**src/rtl/updi_pkg.sv**
```systemverilog
// Shared UPDI definitions: frame width, scheduler state encoding and the SYNCH byte.
package updi_pkg;

    localparam int FRAME_W = 12;
    localparam logic [7:0] UPDI_SYNCH = 8'h55;

    typedef enum logic [1:0] {
        IDLE   = 2'd0,
        GRANT0 = 2'd1,
        GRANT1 = 2'd2,
        GUARD  = 2'd3
    } sched_state_t;

endpackage

```
**src/rtl/updi_guard_timer.sv**
```systemverilog
// Idle guard-time counter: load, decrement that saturates at zero, and a zero flag.
module updi_guard_timer #(
    parameter int GUARD_W = 8
) (
    input  logic               i_clk,
    input  logic               i_rst,
    input  logic               i_load,
    input  logic [GUARD_W-1:0] i_load_val,
    input  logic               i_dec,
    output logic               o_zero
);

    logic [GUARD_W-1:0] cnt_q;

    // Load wins over decrement; decrement never wraps below zero.
    always_ff @(posedge i_clk or negedge i_rst) begin
        if (!i_rst) begin
            cnt_q <= '0;
        end else if (i_load) begin
            cnt_q <= i_load_val;
        end else if (i_dec && (cnt_q != '0)) begin
            cnt_q <= cnt_q - 1'b1;
        end
    end

    assign o_zero = (cnt_q == '0);

endmodule

```
**src/rtl/updi_tx_sched.sv**
```systemverilog
// Round-robin, per-packet scheduler sharing one UPDI frame serializer between two
// requesters, with a one-entry output register and a programmable post-packet guard.
//
// Handshakes: a transfer happens on any cycle where valid && ready are both high at
// the rising edge; the producer holds valid and data stable until that cycle, and
// ready never depends combinationally on the same interface's valid.
module updi_tx_sched #(
    parameter int GUARD_W = 8,
    parameter int FRAME_W = updi_pkg::FRAME_W
) (
    input  logic                  i_clk,
    input  logic                  i_rst,
    input  logic [FRAME_W-1:0]    i_req0_data,
    input  logic                  i_req0_valid,
    input  logic                  i_req0_last,
    output logic                  o_req0_ready,
    input  logic [FRAME_W-1:0]    i_req1_data,
    input  logic                  i_req1_valid,
    input  logic                  i_req1_last,
    output logic                  o_req1_ready,
    input  logic [GUARD_W-1:0]    i_guard_cycles,
    output logic [FRAME_W-1:0]    o_frame,
    output logic                  o_frame_valid,
    input  logic                  i_frame_ready,
    output logic                  o_owner,
    output logic                  o_busy,
    output updi_pkg::sched_state_t o_state
);

    import updi_pkg::*;

    sched_state_t       state_q, state_d;
    logic               rr_q, rr_d;
    logic               owner_q, owner_d;
    logic [FRAME_W-1:0] frame_q;
    logic               frame_valid_q;
    logic               guard_load;
    logic               guard_dec;
    logic               guard_zero;
    logic               hs0, hs1, hs;
    logic [FRAME_W-1:0] hs_data;
    logic               hs_last;
    logic               slot_free;

    // The holding register can take a new frame when empty or when it drains this cycle.
    assign slot_free    = !frame_valid_q || i_frame_ready;
    assign o_req0_ready = (state_q == GRANT0) && slot_free;
    assign o_req1_ready = (state_q == GRANT1) && slot_free;

    assign hs0     = o_req0_ready && i_req0_valid;
    assign hs1     = o_req1_ready && i_req1_valid;
    assign hs      = hs0 || hs1;
    assign hs_data = hs1 ? i_req1_data : i_req0_data;
    assign hs_last = hs1 ? i_req1_last : i_req0_last;

    always_ff @(posedge i_clk or negedge i_rst) begin
        if (!i_rst) begin
            state_q <= IDLE;
            rr_q    <= 1'b0;
            owner_q <= 1'b0;
        end else begin
            state_q <= state_d;
            rr_q    <= rr_d;
            owner_q <= owner_d;
        end
    end

    always_comb begin
        state_d    = state_q;
        rr_d       = rr_q;
        owner_d    = owner_q;
        guard_load = 1'b0;
        case (state_q)
            IDLE: begin
                // rr only moves when both requesters compete.
                if (i_req0_valid && i_req1_valid) begin
                    owner_d = rr_q;
                    rr_d    = ~rr_q;
                    state_d = rr_q ? GRANT1 : GRANT0;
                end else if (i_req0_valid) begin
                    owner_d = 1'b0;
                    state_d = GRANT0;
                end else if (i_req1_valid) begin
                    owner_d = 1'b1;
                    state_d = GRANT1;
                end
            end
            GRANT0, GRANT1: begin
                if (hs && hs_last) begin
                    guard_load = 1'b1;
                    state_d    = GUARD;
                end
            end
            GUARD: begin
                if (!frame_valid_q && guard_zero) begin
                    state_d = IDLE;
                end
            end
            default: state_d = IDLE;
        endcase
    end

    // Guard time only counts once the last frame has left the holding register.
    assign guard_dec = (state_q == GUARD) && !frame_valid_q;

    updi_guard_timer #(
        .GUARD_W(GUARD_W)
    ) u_guard_timer (
        .i_clk      (i_clk),
        .i_rst      (i_rst),
        .i_load     (guard_load),
        .i_load_val (i_guard_cycles),
        .i_dec      (guard_dec),
        .o_zero     (guard_zero)
    );

    always_ff @(posedge i_clk or negedge i_rst) begin
        if (!i_rst) begin
            frame_q       <= '0;
            frame_valid_q <= 1'b0;
        end else if (hs) begin
            frame_q       <= hs_data;
            frame_valid_q <= 1'b1;
        end else if (i_frame_ready) begin
            frame_valid_q <= 1'b0;
        end
    end

    assign o_frame       = frame_q;
    assign o_frame_valid = frame_valid_q;
    assign o_owner       = owner_q;
    assign o_busy        = (state_q != IDLE) || frame_valid_q;
    assign o_state       = state_q;

endmodule
```
**config.mk**
```make
export PLATFORM = sky130hd
export DESIGN_NAME = updi_tx_sched
export DESIGN_NICKNAME = d
export VERILOG_FILES = /design/src/rtl/updi_pkg.sv /design/src/rtl/updi_guard_timer.sv /design/src/rtl/updi_tx_sched.sv
export SDC_FILE = /design/constraint.sdc
export NUM_CORES = 1
export LEC_CHECK = 0
export BUFFER_PORTS_ARGS = -buffer_cell sky130_fd_sc_hd__clkbuf_2
export CORE_UTILIZATION = 53
export CTS_BUF_LIST = sky130_fd_sc_hd__clkbuf_2 sky130_fd_sc_hd__clkbuf_4 sky130_fd_sc_hd__clkbuf_8
export DETAILED_ROUTE_END_ITERATION = 10
export GPL_ROUTABILITY_DRIVEN = 0
export PLACE_DENSITY = 0.84
export SYNTH_ARGS = -nofsm -noshare
export SYNTH_HDL_FRONTEND = slang
export SYNTH_SLANG_ARGS = --single-unit
```
**constraint.sdc**
```tcl
create_clock -name i_clk -period 3.9 [get_ports i_clk]
set_input_delay 0.195 -clock i_clk [delete_from_list [all_inputs] [get_ports i_clk]]
set_output_delay 0.195 -clock i_clk [all_outputs]
set_load 0.02 [all_outputs]
```
==> flow_summary.rst, run 1 <==
.. list-table::
   :header-rows: 1

   * - Metric
     - Value
   * - Number of flops mapped to enable cells by yosys
     - 0
   * - Cell row count
     - 18
   * - Top post-synthesis cells by area
     - dfrtp_1 44%, mux2i_1 11%, a21oi_1 6.6%, ha_1 5.2%, nor2_1 5.2%
   * - Ranking of synthesized cells by instance count
     - 25 x dfrtp_1, 20 x nor2_1, 19 x a21oi_1
   * - Pin count of the biggest net entering global routing
     - 26
   * - Layout-stage area growth over the synthesis result
     - 24.3%
   * - DRC violation count after routing
     - 0
   * - Total core area
     - about 2500 um2
   * - Area share of the leading cell type in the synthesized netlist
     - ~44%
   * - Count of final hold-check violations
     - 0
   * - Top-Level Pins
     - 58
   * - Post-DP HPWL
     - 2380 um
   * - Cell Pwr Density
     - 235 nW/um2
   * - Via count of the first global-routing pass
     - 1159
   * - Port Buffers
     - 57
   * - Crit path launch type
     - flip-flop
   * - GRT Residual Overflow
     - 0
   * - Post-DRT Antenna Nets
     - 0
   * - Final Max Slew Viols
     - 0
   * - Cell accounting for the most synthesized area
     - dfrtp_1
   * - Mean Syn Cell Area
     - 10.0 um2
   * - N_diodes
     - 0
   * - Worst min path class
     - in2reg
   * - CTS sink count
     - 25
   * - Clock Root Buffer
     - clkbuf_4
   * - Register share of total power
     - approximately 62%
   * - Total clock buffers created by CTS
     - 3
   * - Path type of the worst setup path
     - reg2reg
   * - Number of synthesized register bits
     - 25
   * - Share of final-layout standard cells stronger than drive strength 1
     - about a third
   * - Count of instances resized after the clock tree is built
     - 0
   * - # H-tree levels
     - 1
   * - Clock network power share
     - 30.9%
   * - Post-route total power
     - between 0.0004 and 0.0005 W
   * - Maximum root-to-sink buffer count
     - 2
   * - Number of synthesis warnings
     - 0
   * - Global router's overall resource usage
     - approximately a quarter
   * - Number of cells produced by synthesis
     - ~140
   * - Detailed-route via count
     - 1282
   * - Count of distinct cell types in the synthesized netlist
     - 37
   * - Placed cell count
     - between 200 and 250
   * - Run status
     - complete, no violations
   * - Worst clock skew
     - about 7.7 ps
   * - Drt first-iter violations
     - 32
   * - Internal power component
     - about 0.00032 W
   * - Setup slack at placement
     - ~1900 ps
   * - Sw Ratio
     - 22.8%
   * - Final critical-path share of the clock period
     - 52.8%
   * - Die Height
     - ~54 um
   * - Switching component of the power
     - between 0.00009 and 0.0001 W
   * - Iteration count of the initial detailed-routing pass
     - 6
   * - Final design utilization
     - 70.5%
   * - Leakage dissipation
     - just under 0.9 nW
   * - Synthesized cell area
     - between 1000 and 1500 um2
   * - Final cell count without fillers
     - 231
   * - Die Wd
     - ~54 um
   * - Via-to-Cell Ratio
     - between 5 and 6
   * - Worst Setup End Kind
     - flip-flop
   * - Flip-flop cell with the highest count after synthesis
     - dfrtp_1
   * - CTS tree
     - built
   * - Min cycle time layout
     - just over 2000 ps
   * - Clock Pin Slew Worst Setup and Hold Paths
     - between 100 and 150 ps
   * - Share of flip-flops with an asynchronous set or reset after synthesis
     - 100%
   * - Number of antenna violations at the first check in global routing
     - 0
   * - Final Routed Wirelength
     - roughly 3200 um
   * - Peak ir drop on the vdd network
     - roughly 0.00022 V
   * - Area of the die
     - approximately 3000 um2
   * - RSZ-0062 raised after global routing
     - no
   * - Global-route wire length before repair
     - 4870 um
   * - Required time at the endpoint of the critical path
     - slightly above 4000 ps
   * - Most instantiated library cell after synthesis
     - dfrtp_1
   * - Layout net count
     - approximately 250
   * - Worst path arrival time
     - 2310 ps
   * - Setup slack after layout
     - around 1800 ps
   * - Effective utilization at floorplan
     - roughly 57%
   * - Critical path peak fanout
     - 5
   * - Share of power burned in combinational logic
     - roughly 7.1%
   * - Max Cap Violations
     - 0
   * - Syn nets
     - approximately 190
   * - Final-layout setup total negative slack
     - 0 ps
   * - Worst-margin pin slew
     - roughly 700 ps
   * - Highest attainable clock frequency
     - 485 MHz
   * - Tightest slew margin relative to the limit
     - 53.1%
   * - Register area share after synthesis
     - a little over two fifths
   * - Source-to-sink clock delay at the later pin of the worst-skew pair
     - between 300 and 400 ps
   * - Endpoints failing setup
     - 0
   * - Per-cell routed wire length
     - 13.7 um
==> sequential cells by signal (all words and copies together), names as in the netlist <==
signal / cells
o_state: 2
o_frame_valid: 1
o_frame: 12
u_guard_timer.cnt_q: 8
o_owner: 1
rr_q: 1
==> layer usage <==
layer	vias up	wire [um]	track usage (%)
met5	-	0	0
met4	0	80	12.8
met3	8	193	3.95
met2	55	1560	41.8
met1	596	1320	26.8
li1	623	-	-
==> metrics by stage <==
step	hold WS [ps]	instance area [um2]
after global placement	235	1740
after CTS	61.7	1780
after detailed placement	244	1740
after global routing	75.7	1780
after floorplan	-101	1430
final	73.9	1780
==> layout make-up <==
| class | count | area (um2) |
|---|---|---|
| flip-flops and latches | 25 | 626 |
| repair buffers | 59 | 303 |
| multi-input cells | 108 | 764 |
| well taps | 30 | 37.5 |
| inverters | 5 | 18.8 |
| clock buffers | 4 | 30.0 |
| fillers | 203 | 743 |
==> critical path: stages (launching register included) <==
cell and delay (ps):
dfrtp_1 430, inv_1 110, ha_1 270, a21boi_0 270
o211ai_1 110, a221oi_1 510, mux2i_1 280
==> cell usage in the layout (no fill, tap or decap), types with 2 or more instances in the layout <==
| cell type | Yosys | layout |
|---|---|---|
| nand2b_1 | 3 | 3 |
| dfrtp_1 | 25 | 25 |
| clkbuf_4 | 0 | 4 |
| xnor2_1 | 5 | 5 |
| o21ai_0 | 2 | 2 |
| inv_1 | 5 | 5 |
| ha_1 | 6 | 6 |
| and3_1 | 2 | 2 |
| nor2_1 | 20 | 20 |
| and2_1 | 3 | 3 |
| clkbuf_2 | 0 | 57 |
| a21oi_1 | 19 | 19 |
| nand3_1 | 2 | 2 |
| mux2i_1 | 16 | 16 |
| a31oi_1 | 2 | 2 |
| nand2_1 | 6 | 6 |
| nand3b_1 | 2 | 2 |
==> kinds of logic (layout without fill, tap and decap cells) <==
group	count (synthesis)	after routing	share of synthesized area (%)
AOI/OAI and AO/OA	35	35	16.1
DFF	25	25	43.7
muxes	17	17	12.0
adders and majority gates	6	6	5.24
and+or+nand+nor	45	45	17.0
buffers and inverters	10	68	2.88
xor gates and xnor gates	5	5	3.06
==> power by group through the flow <==
stage / Combinational [W] / Sequential (W) / Clock [W]
after floorplan: 0.00000377 / 0.000264 / 0
after global placement: 0.0000280 / 0.000264 / 0
after detailed placement: 0.0000292 / 0.000264 / 0
after CTS: 0.0000301 / 0.000259 / 0.000132
after global routing: 0.0000332 / 0.000259 / 0.000142
final: 0.0000296 / 0.000259 / 0.000129
==> repair_timing <==
action | CTS | global route
hold endpoints to repair | 25 | 0
hold buffers | 1 | 0
buffers inserted | 0 | 0
==> worst paths after layout <==
check / start / endpoint / slack, ps / cells past startpoint
worst max-delay path: o_state[0] / o_state[0] / 1840 / 6
worst min-delay path: i_req1_data[6] / o_frame[6] / 70 / 3
worst max register to register: o_state[0] / o_state[0] / 1840 / 6
worst min register to register: rr_q / rr_q / 490 / 1
max in group asynchronous: i_rst / o_frame[6] / 3110 / 2
min in group asynchronous: i_rst / u_guard_timer.cnt_q[1] / 390 / 2
Note: power is estimated with default switching activity, not from simulation.
==> run 2, diff against run 1 <==
--- a/config.mk
+++ b/config.mk
@@ -6,11 +6,11 @@
 export NUM_CORES = 1
 export LEC_CHECK = 0
 export BUFFER_PORTS_ARGS = -buffer_cell sky130_fd_sc_hd__clkbuf_2
-export CORE_UTILIZATION = 53
+export CORE_UTILIZATION = 45
 export CTS_BUF_LIST = sky130_fd_sc_hd__clkbuf_2 sky130_fd_sc_hd__clkbuf_4 sky130_fd_sc_hd__clkbuf_8
 export DETAILED_ROUTE_END_ITERATION = 10
 export GPL_ROUTABILITY_DRIVEN = 0
-export PLACE_DENSITY = 0.84
+export PLACE_DENSITY = 0.75
 export SYNTH_ARGS = -nofsm -noshare
 export SYNTH_HDL_FRONTEND = slang
 export SYNTH_SLANG_ARGS = --single-unit
==> constraint.sdc (replaced) <==
create_clock -name i_clk -period 1.8 [get_ports i_clk]
set_input_delay 0.09 -clock i_clk [delete_from_list [all_inputs] [get_ports i_clk]]
set_output_delay 0.09 -clock i_clk [all_outputs]
set_load 0.02 [all_outputs]
==> run 2 against run 1 <==
Against the previous run: cell count is 12% higher; non-clock buffer count grew 14; critical path type unchanged; clock skew is 6.3 ps lower; register-to-register slack worse by 1800 ps; via count is 4.6% higher; fmax grew 17%; final area is 13% higher; hold slack worse by 67 ps; global-route usage shrank 1.2 points; core utilization is 4.0 points lower; combinational power increased by 140%; clock-buffer cell count did not move.
==> flow_summary.rst, run 2 (synthesized netlist as in run 1, its figures left out) <==
.. list-table::
   :header-rows: 1

   * - Metric
     - Value
   * - Path type of the worst setup path
     - reg2reg (unchanged)
   * - Tightest slew margin relative to the limit
     - 56.9% (was 53.1%)
   * - Share of final-layout standard cells stronger than drive strength 1
     - 44.7% (was 34.8%)
   * - Post-place instance area
     - 1820 um2 (was 1740 um2)
   * - RSZ-0062 raised after global routing
     - yes (was no)
   * - Detailed-route via count
     - 1341 (was 1282)
   * - Origin of the critical flop-to-flop path
     - u_guard_timer.cnt_q[3] (was o_state[0])
   * - Layout-stage area growth over the synthesis result
     - 40.8% (was 24.3%)
   * - GRT Residual Overflow
     - 0 (unchanged)
   * - N_diodes
     - 0 (unchanged)
   * - Required time at the endpoint of the critical path
     - 2050 ps (was 4150 ps)
   * - Port Buffers
     - 57 (unchanged)
   * - Hold Startpoint
     - i_guard_cycles[3] (was i_req1_data[6])
   * - Worst reg2reg endpoint
     - o_state[1] (was o_state[0])
   * - Worst-margin pin slew
     - 646 ps (was 704 ps)
   * - Final Routed Wirelength
     - 3610 um (was 3160 um)
   * - Area of the die
     - 3410 um2 (was 2910 um2)
   * - CTS sink count
     - 25 (unchanged)
   * - Min cycle time layout
     - 1760 ps (was 2060 ps)
   * - Sw Ratio
     - 21.8% (was 22.8%)
   * - Cell Pwr Density
     - 446 nW/um2 (was 235 nW/um2)
   * - Most common cell after layout, fill and taps aside
     - clkbuf_2 (unchanged)
   * - Switching component of the power
     - 0.000196 W (was 0.0000954 W)
   * - Clock Root Buffer
     - clkbuf_4 (unchanged)
   * - Setup slack after layout
     - 36.5 ps (was 1840 ps)
   * - Internal power component
     - 0.000703 W (was 0.000323 W)
   * - Final-layout setup total negative slack
     - 0 ps (unchanged)
   * - Max Cap Violations
     - 0 (unchanged)
   * - Worst Setup End Kind
     - flip-flop (unchanged)
   * - Worst setup path startpoint
     - u_guard_timer.cnt_q[3] (was o_state[0])
   * - Hold Path Sink
     - u_guard_timer.cnt_q[3] (was o_frame[6])
   * - Per-cell routed wire length
     - 14.0 um (was 13.7 um)
   * - Clock network power share
     - 29.6% (was 30.9%)
   * - Number of antenna violations at the first check in global routing
     - 0 (unchanged)
   * - Source-to-sink clock delay at the later pin of the worst-skew pair
     - 310 ps (was 330 ps)
   * - Post-route total power
     - 0.000899 W (was 0.000418 W)
   * - R2R depth
     - 4 (was 6)
   * - Cell row count
     - 20 (was 18)
   * - Die Wd
     - 58.4 um (was 54.0 um)
   * - Via count of the first global-routing pass
     - 1376 (was 1159)
   * - Share of power burned in combinational logic
     - 7.9% (was 7.1%)
   * - Critical path peak fanout
     - 5 (unchanged)
   * - Run status
     - complete, no violations (unchanged)
   * - # H-tree levels
     - 1 (unchanged)
   * - Maximum root-to-sink buffer count
     - 2 (unchanged)
   * - Total clock buffers created by CTS
     - 3 (unchanged)
   * - Worst R2R Setup Slack
     - 40 ps (was 1840 ps)
   * - CTS tree
     - built (unchanged)
   * - Leakage dissipation
     - 0.957 nW (was 0.880 nW)
   * - Post-route cell area
     - 2020 um2 (was 1780 um2)
   * - Global-route wire length before repair
     - 5870 um (was 4870 um)
   * - Worst min path class
     - in2reg (unchanged)
   * - DRC violation count after routing
     - 0 (unchanged)
   * - Clock Pin Slew Worst Setup and Hold Paths
     - 130 ps (about the same)
   * - Worst clock skew
     - 1.38 ps (was 7.72 ps)
   * - Final critical-path share of the clock period
     - 98.0% (was 52.8%)
   * - Most used cells in the layout excluding fill and tap cells
     - 57 x clkbuf_2, 23 x dfrtp_1, 20 x nor2_1, 19 x a21oi_1, 16 x mux2i_1 (was 57 x clkbuf_2, 25 x dfrtp_1, 20 x nor2_1, 19 x a21oi_1, 16 x mux2i_1)
   * - Via-to-Cell Ratio
     - 5.18 (was 5.55)
   * - Flip-flop count of the largest register, all copies and words added
     - 12 (unchanged)
   * - Peak ir drop on the vdd network
     - 0.000327 V (was 0.000223 V)
   * - Pin count of the biggest net entering global routing
     - 26 (unchanged)
   * - Post-DP HPWL
     - 2540 um (was 2380 um)
   * - Total core area
     - 3030 um2 (was 2520 um2)
   * - Setup slack at placement
     - -43.8 ps (was 1880 ps)
   * - Register share of total power
     - 62.4% (was 62.0%)
   * - Highest attainable clock frequency
     - 567 MHz (was 485 MHz)
   * - Post-DRT Antenna Nets
     - 0 (unchanged)
   * - Die Height
     - 58.4 um (was 54.0 um)
   * - Iteration count of the initial detailed-routing pass
     - 4 (was 6)
   * - Final Max Slew Viols
     - 0 (unchanged)
   * - Layout net count
     - 261 (was 247)
   * - Global router's overall resource usage
     - 22.4% (was 23.6%)
   * - Count of final hold-check violations
     - 0 (unchanged)
   * - Instance count along the most critical hold path
     - 3 (unchanged)
   * - Endpoints failing setup
     - 0 (unchanged)
   * - Effective utilization at floorplan
     - 47.3% (was 56.7%)
   * - Top-Level Pins
     - 58 (unchanged)
   * - Crit path launch type
     - flip-flop (unchanged)
   * - Worst path arrival time
     - 2010 ps (was 2310 ps)
   * - Drt first-iter violations
     - 34 (was 32)
run 2: cell types whose count changed in the layout (fill, tap and decap cells not counted), sizes merged:
cell | before | now
dlygate4sd3 | 1 | 3
buf | 1 | 13
run 2: worst max-delay path by stage:
stage,cells past startpoint,slack (ps),to
CTS,4,10,o_state[1]
finish,4,40,o_state[1]
floorplan,5,30,u_guard_timer.cnt_q[7]
detailed placement,6,-40,o_frame[8]
global placement,5,50,u_guard_timer.cnt_q[7]
global route,6,-30,o_state[1]
run 2: area by class of cell:
type	count	area, um2
clock buffer	4	30.0
tap	44	55.1
timing repair buffer	73	417
multi-input combinational	108	867
fill	233	1010
sequential	25	628
inverter	5	18.8
run 2: per-layer routing:
metal | global-route usage, % | part of all wire (%) | vias up
met5 | 0 | 0 | -
met4 | 7.82 | 1.9 | 0
met3 | 4.18 | 5.4 | 8
met2 | 42.0 | 52 | 56
met1 | 25.3 | 41 | 625
li1 | - | - | 652
run 2: what timing repair did:
action / in CTS / in global routing
pin swaps: 1 / 5
cloned: 0 / 0
buffers inserted: 0 / 5
setup endpoints to repair: 16 / 10
gates resized for setup: 5 / 13
hold endpoints to repair: 27 / 0
hold buffers: 3 / 0
run 2: power by group through the flow:
stage / logic, W / clock network, W / registers [W]
after global placement: 0.0000625 / 0 / 0.000572
after global routing: 0.0000800 / 0.000301 / 0.000562
after floorplan: 0.00000836 / 0 / 0.000572
after CTS: 0.0000707 / 0.000280 / 0.000562
final: 0.0000712 / 0.000267 / 0.000562
after detailed placement: 0.0000655 / 0 / 0.000572
run 2: stage by stage:
step	util (%)	cells	hold slack [ps]
finish	66.6	259	6.56
global route	66.6	259	4.07
CTS	62.8	254	1.70
detailed placement	60.2	247	146
global placement	60.2	247	134
floorplan	-	143	-206
run 2: worst max-delay path, stage by stage, from the launching register on:
cell and delay, ps:
dfrtp_1 490, nor4_4 470, nand2_1 130, a221oi_2 380, mux2i_1 230
==> run 3, diff against run 2 <==
--- a/config.mk
+++ b/config.mk
@@ -6,11 +6,12 @@
 export NUM_CORES = 1
 export LEC_CHECK = 0
 export BUFFER_PORTS_ARGS = -buffer_cell sky130_fd_sc_hd__clkbuf_2
-export CORE_UTILIZATION = 45
-export CTS_BUF_LIST = sky130_fd_sc_hd__clkbuf_2 sky130_fd_sc_hd__clkbuf_4 sky130_fd_sc_hd__clkbuf_8
+export CORE_UTILIZATION = 43
+export CTS_BUF_LIST = sky130_fd_sc_hd__clkbuf_16
 export DETAILED_ROUTE_END_ITERATION = 10
 export GPL_ROUTABILITY_DRIVEN = 0
-export PLACE_DENSITY = 0.75
+export PLACE_DENSITY = 0.72
+export SETUP_SLACK_MARGIN = 0.02
 export SYNTH_ARGS = -nofsm -noshare
 export SYNTH_HDL_FRONTEND = slang
 export SYNTH_SLANG_ARGS = --single-unit
==> run 3 against run 2 <==
Against the previous run: sequential power about the same; critical path type unchanged; fmax increased by 2.0%; sequential cell count unchanged; core utilization decreased by 1.2 points; clock skew increased by 3.2 ps; sequential share of layout area decreased by 0.19 points; via count decreased by 2.2%; largest cell class unchanged; global-route usage decreased by 3.0 points; hold slack improved by 34 ps; final area increased by 0.62%; largest power group unchanged; non-clock buffer count decreased by 4.
==> flow_summary.rst, run 3 (synthesized netlist as in run 1, its figures left out) <==
.. list-table::
   :header-rows: 1

   * - Metric
     - Value
   * - Port Buffers
     - 57 (unchanged)
   * - Cell Pwr Density
     - 547 nW/um2 (was 446 nW/um2)
   * - Per-cell routed wire length
     - 13.2 um (was 14.0 um)
   * - Iteration count of the initial detailed-routing pass
     - 4 (unchanged)
   * - Final cell count without fillers
     - 255 (was 259)
   * - # H-tree levels
     - 1 (unchanged)
   * - Worst min path class
     - in2reg (unchanged)
   * - Layout-stage area growth over the synthesis result
     - 41.7% (was 40.8%)
   * - N_diodes
     - 0 (unchanged)
   * - Most used cells in the layout excluding fill and tap cells
     - 57 x clkbuf_2, 23 x dfrtp_1, 20 x nor2_1, 19 x a21oi_1, 16 x mux2i_1 (unchanged)
   * - CTS sink count
     - 25 (unchanged)
   * - Layout fillers
     - 270 (was 233)
   * - Die Height
     - 59.7 um (was 58.4 um)
   * - Post-place instance area
     - 1830 um2 (was 1820 um2)
   * - Worst Setup End Kind
     - flip-flop (unchanged)
   * - Leakage dissipation
     - 0.958 nW (was 0.957 nW)
   * - Internal power component
     - 0.000896 W (was 0.000703 W)
   * - Total clock buffers created by CTS
     - 3 (unchanged)
   * - Sw Ratio
     - 19.3% (was 21.8%)
   * - Worst-margin pin slew
     - 632 ps (was 646 ps)
   * - Min cycle time layout
     - 1730 ps (was 1760 ps)
   * - Required time at the endpoint of the critical path
     - 1940 ps (was 2050 ps)
   * - Die Wd
     - 59.7 um (was 58.4 um)
   * - Peak ir drop on the vdd network
     - 0.000312 V (was 0.000327 V)
   * - Share of final-layout standard cells stronger than drive strength 1
     - 44.1% (was 44.7%)
   * - Endpoints failing setup
     - 0 (unchanged)
   * - Final critical-path share of the clock period
     - 96.0% (was 98.0%)
   * - Worst hold margin
     - 40.8 ps (was 6.56 ps)
   * - Run status
     - complete, no violations (unchanged)
   * - Post-DP HPWL
     - 2510 um (was 2540 um)
   * - Clock Pin Slew Worst Setup and Hold Paths
     - 60 ps (was 130 ps)
   * - Final Routed Wirelength
     - 3360 um (was 3610 um)
   * - Placed cell count
     - 248 (was 247)
   * - DRC violation count after routing
     - 0 (unchanged)
   * - Flip-flop count of the largest register, all copies and words added
     - 12 (unchanged)
   * - Area of the die
     - 3560 um2 (was 3410 um2)
   * - Clock Root Buffer
     - clkbuf_16 (was clkbuf_4)
   * - Worst path arrival time
     - 1870 ps (was 2010 ps)
   * - Via count of the first global-routing pass
     - 1262 (was 1376)
   * - Worst clock skew
     - 4.61 ps (was 1.38 ps)
   * - Maximum root-to-sink buffer count
     - 2 (unchanged)
   * - Max Cap Violations
     - 0 (unchanged)
   * - Area taken by flip-flops and latches
     - 628 um2 (unchanged)
   * - Via-to-Cell Ratio
     - 5.14 (was 5.18)
   * - Global router's overall resource usage
     - 19.4% (was 22.4%)
   * - Number of antenna violations at the first check in global routing
     - 0 (unchanged)
   * - Total core area
     - 3100 um2 (was 3030 um2)
   * - Register share of total power
     - 50.6% (was 62.4%)
   * - Post-DRT Antenna Nets
     - 0 (unchanged)
   * - Clock network power share
     - 43.4% (was 29.6%)
   * - Detailed-route via count
     - 1311 (was 1341)
   * - Count of final hold-check violations
     - 0 (unchanged)
   * - Source-to-sink clock delay at the later pin of the worst-skew pair
     - 250 ps (was 310 ps)
   * - GRT Residual Overflow
     - 0 (unchanged)
   * - Crit path launch type
     - flip-flop (unchanged)
   * - Path type of the worst setup path
     - reg2reg (unchanged)
   * - Area occupied by multi-input gates
     - 867 um2 (unchanged)
   * - Cell row count
     - 20 (unchanged)
   * - Tightest slew margin relative to the limit
     - 57.9% (was 56.9%)
   * - RSZ-0062 raised after global routing
     - yes (unchanged)
   * - Layout net count
     - 257 (was 261)
   * - Pin count of the biggest net entering global routing
     - 26 (unchanged)
   * - Drt first-iter violations
     - 49 (was 34)
   * - Top-Level Pins
     - 58 (unchanged)
   * - Post-route cell area
     - 2030 um2 (was 2020 um2)
   * - Most common cell after layout, fill and taps aside
     - clkbuf_2 (unchanged)
   * - Highest attainable clock frequency
     - 579 MHz (was 567 MHz)
   * - Final-layout setup total negative slack
     - 0 ps (unchanged)
   * - Final Max Slew Viols
     - 0 (unchanged)
   * - Effective utilization at floorplan
     - 46.1% (was 47.3%)
   * - Switching component of the power
     - 0.000215 W (was 0.000196 W)
   * - Global-route wire length before repair
     - 5160 um (was 5870 um)
   * - CTS tree
     - built (unchanged)
   * - Critical path peak fanout
     - 4 (was 5)
   * - Share of power burned in combinational logic
     - 6.0% (was 7.9%)
## run 3: cell types whose count changed in the layout (fill, tap and decap cells not counted), sizes merged
cell / change
dlygate4sd3: -2
inv: +1
buf: -2
clkbuf: -1
## run 3: repair_timing
item,4_1_cts,5_1_grt
pin swaps,1,5
resized for setup,5,13
endpoints found under the setup margin,16,11
hold buffers,1,0
buffers inserted,0,2
hold endpoints to repair,25,0
gates cloned,0,0
## run 3: layout make-up
class | instances | share of cell area (%)
well taps | 44 | 2.71
inverters | 5 | 1.05
clock buffers | 3 | 3.70
flip-flops and latches | 25 | 31.0
multi-input cells | 108 | 42.8
clock inverters | 1 | 0.185
repair buffers | 69 | 18.6
## run 3: path summary, 6_finish.rpt
check | from | to | slack, ps | cells past startpoint
hold / removal | i_req1_data[6] | o_frame[6] | 40 | 3
setup reg to reg | o_state[0] | u_guard_timer.cnt_q[7] | 70 | 5
min in group asynchronous | i_rst | o_frame_valid | 380 | 2
setup / recovery | o_state[0] | u_guard_timer.cnt_q[7] | 70 | 5
hold reg to reg | rr_q | rr_q | 510 | 1
max in group asynchronous | i_rst | o_state[1] | 970 | 2
## run 3: routing by layer
| layer | vias to the layer above | share of wire [%] | GRT usage [%] |
|---|---|---|---|
| li1 | 642 | - | - |
| met1 | 619 | 43 | 21.3 |
| met2 | 44 | 51 | 36.3 |
| met3 | 6 | 4.9 | 4.11 |
| met4 | 0 | 1.8 | 6.98 |
| met5 | - | 0 | 0 |
## run 3: through the flow
step                      total power [W]  utilization [%]  worst slack (ps)
after floorplan                  0.000581                -              29.1
after detailed placement         0.000638             59.0             -55.4
after global routing              0.00115             65.4             -25.0
after global placement           0.000635             59.0              35.1
final                             0.00111             65.4              71.7
after CTS                         0.00113             62.5              3.75
## run 3: power by group through the flow
stage / combinational (W) / clock, W / sequential (W)
global placement: 0.0000630 / 0 / 0.000572
detailed placement: 0.0000654 / 0 / 0.000572
global route: 0.0000755 / 0.000518 / 0.000561
finish: 0.0000671 / 0.000481 / 0.000562
floorplan: 0.00000836 / 0 / 0.000572
CTS: 0.0000675 / 0.000497 / 0.000562
## run 3: worst max-delay path: stages (launching register included)
cell	delay (ps)
dfrtp_2	440
ha_4	170
or4b_4	510
nor4_4	170
mux2i_1	240
a21oi_1	90
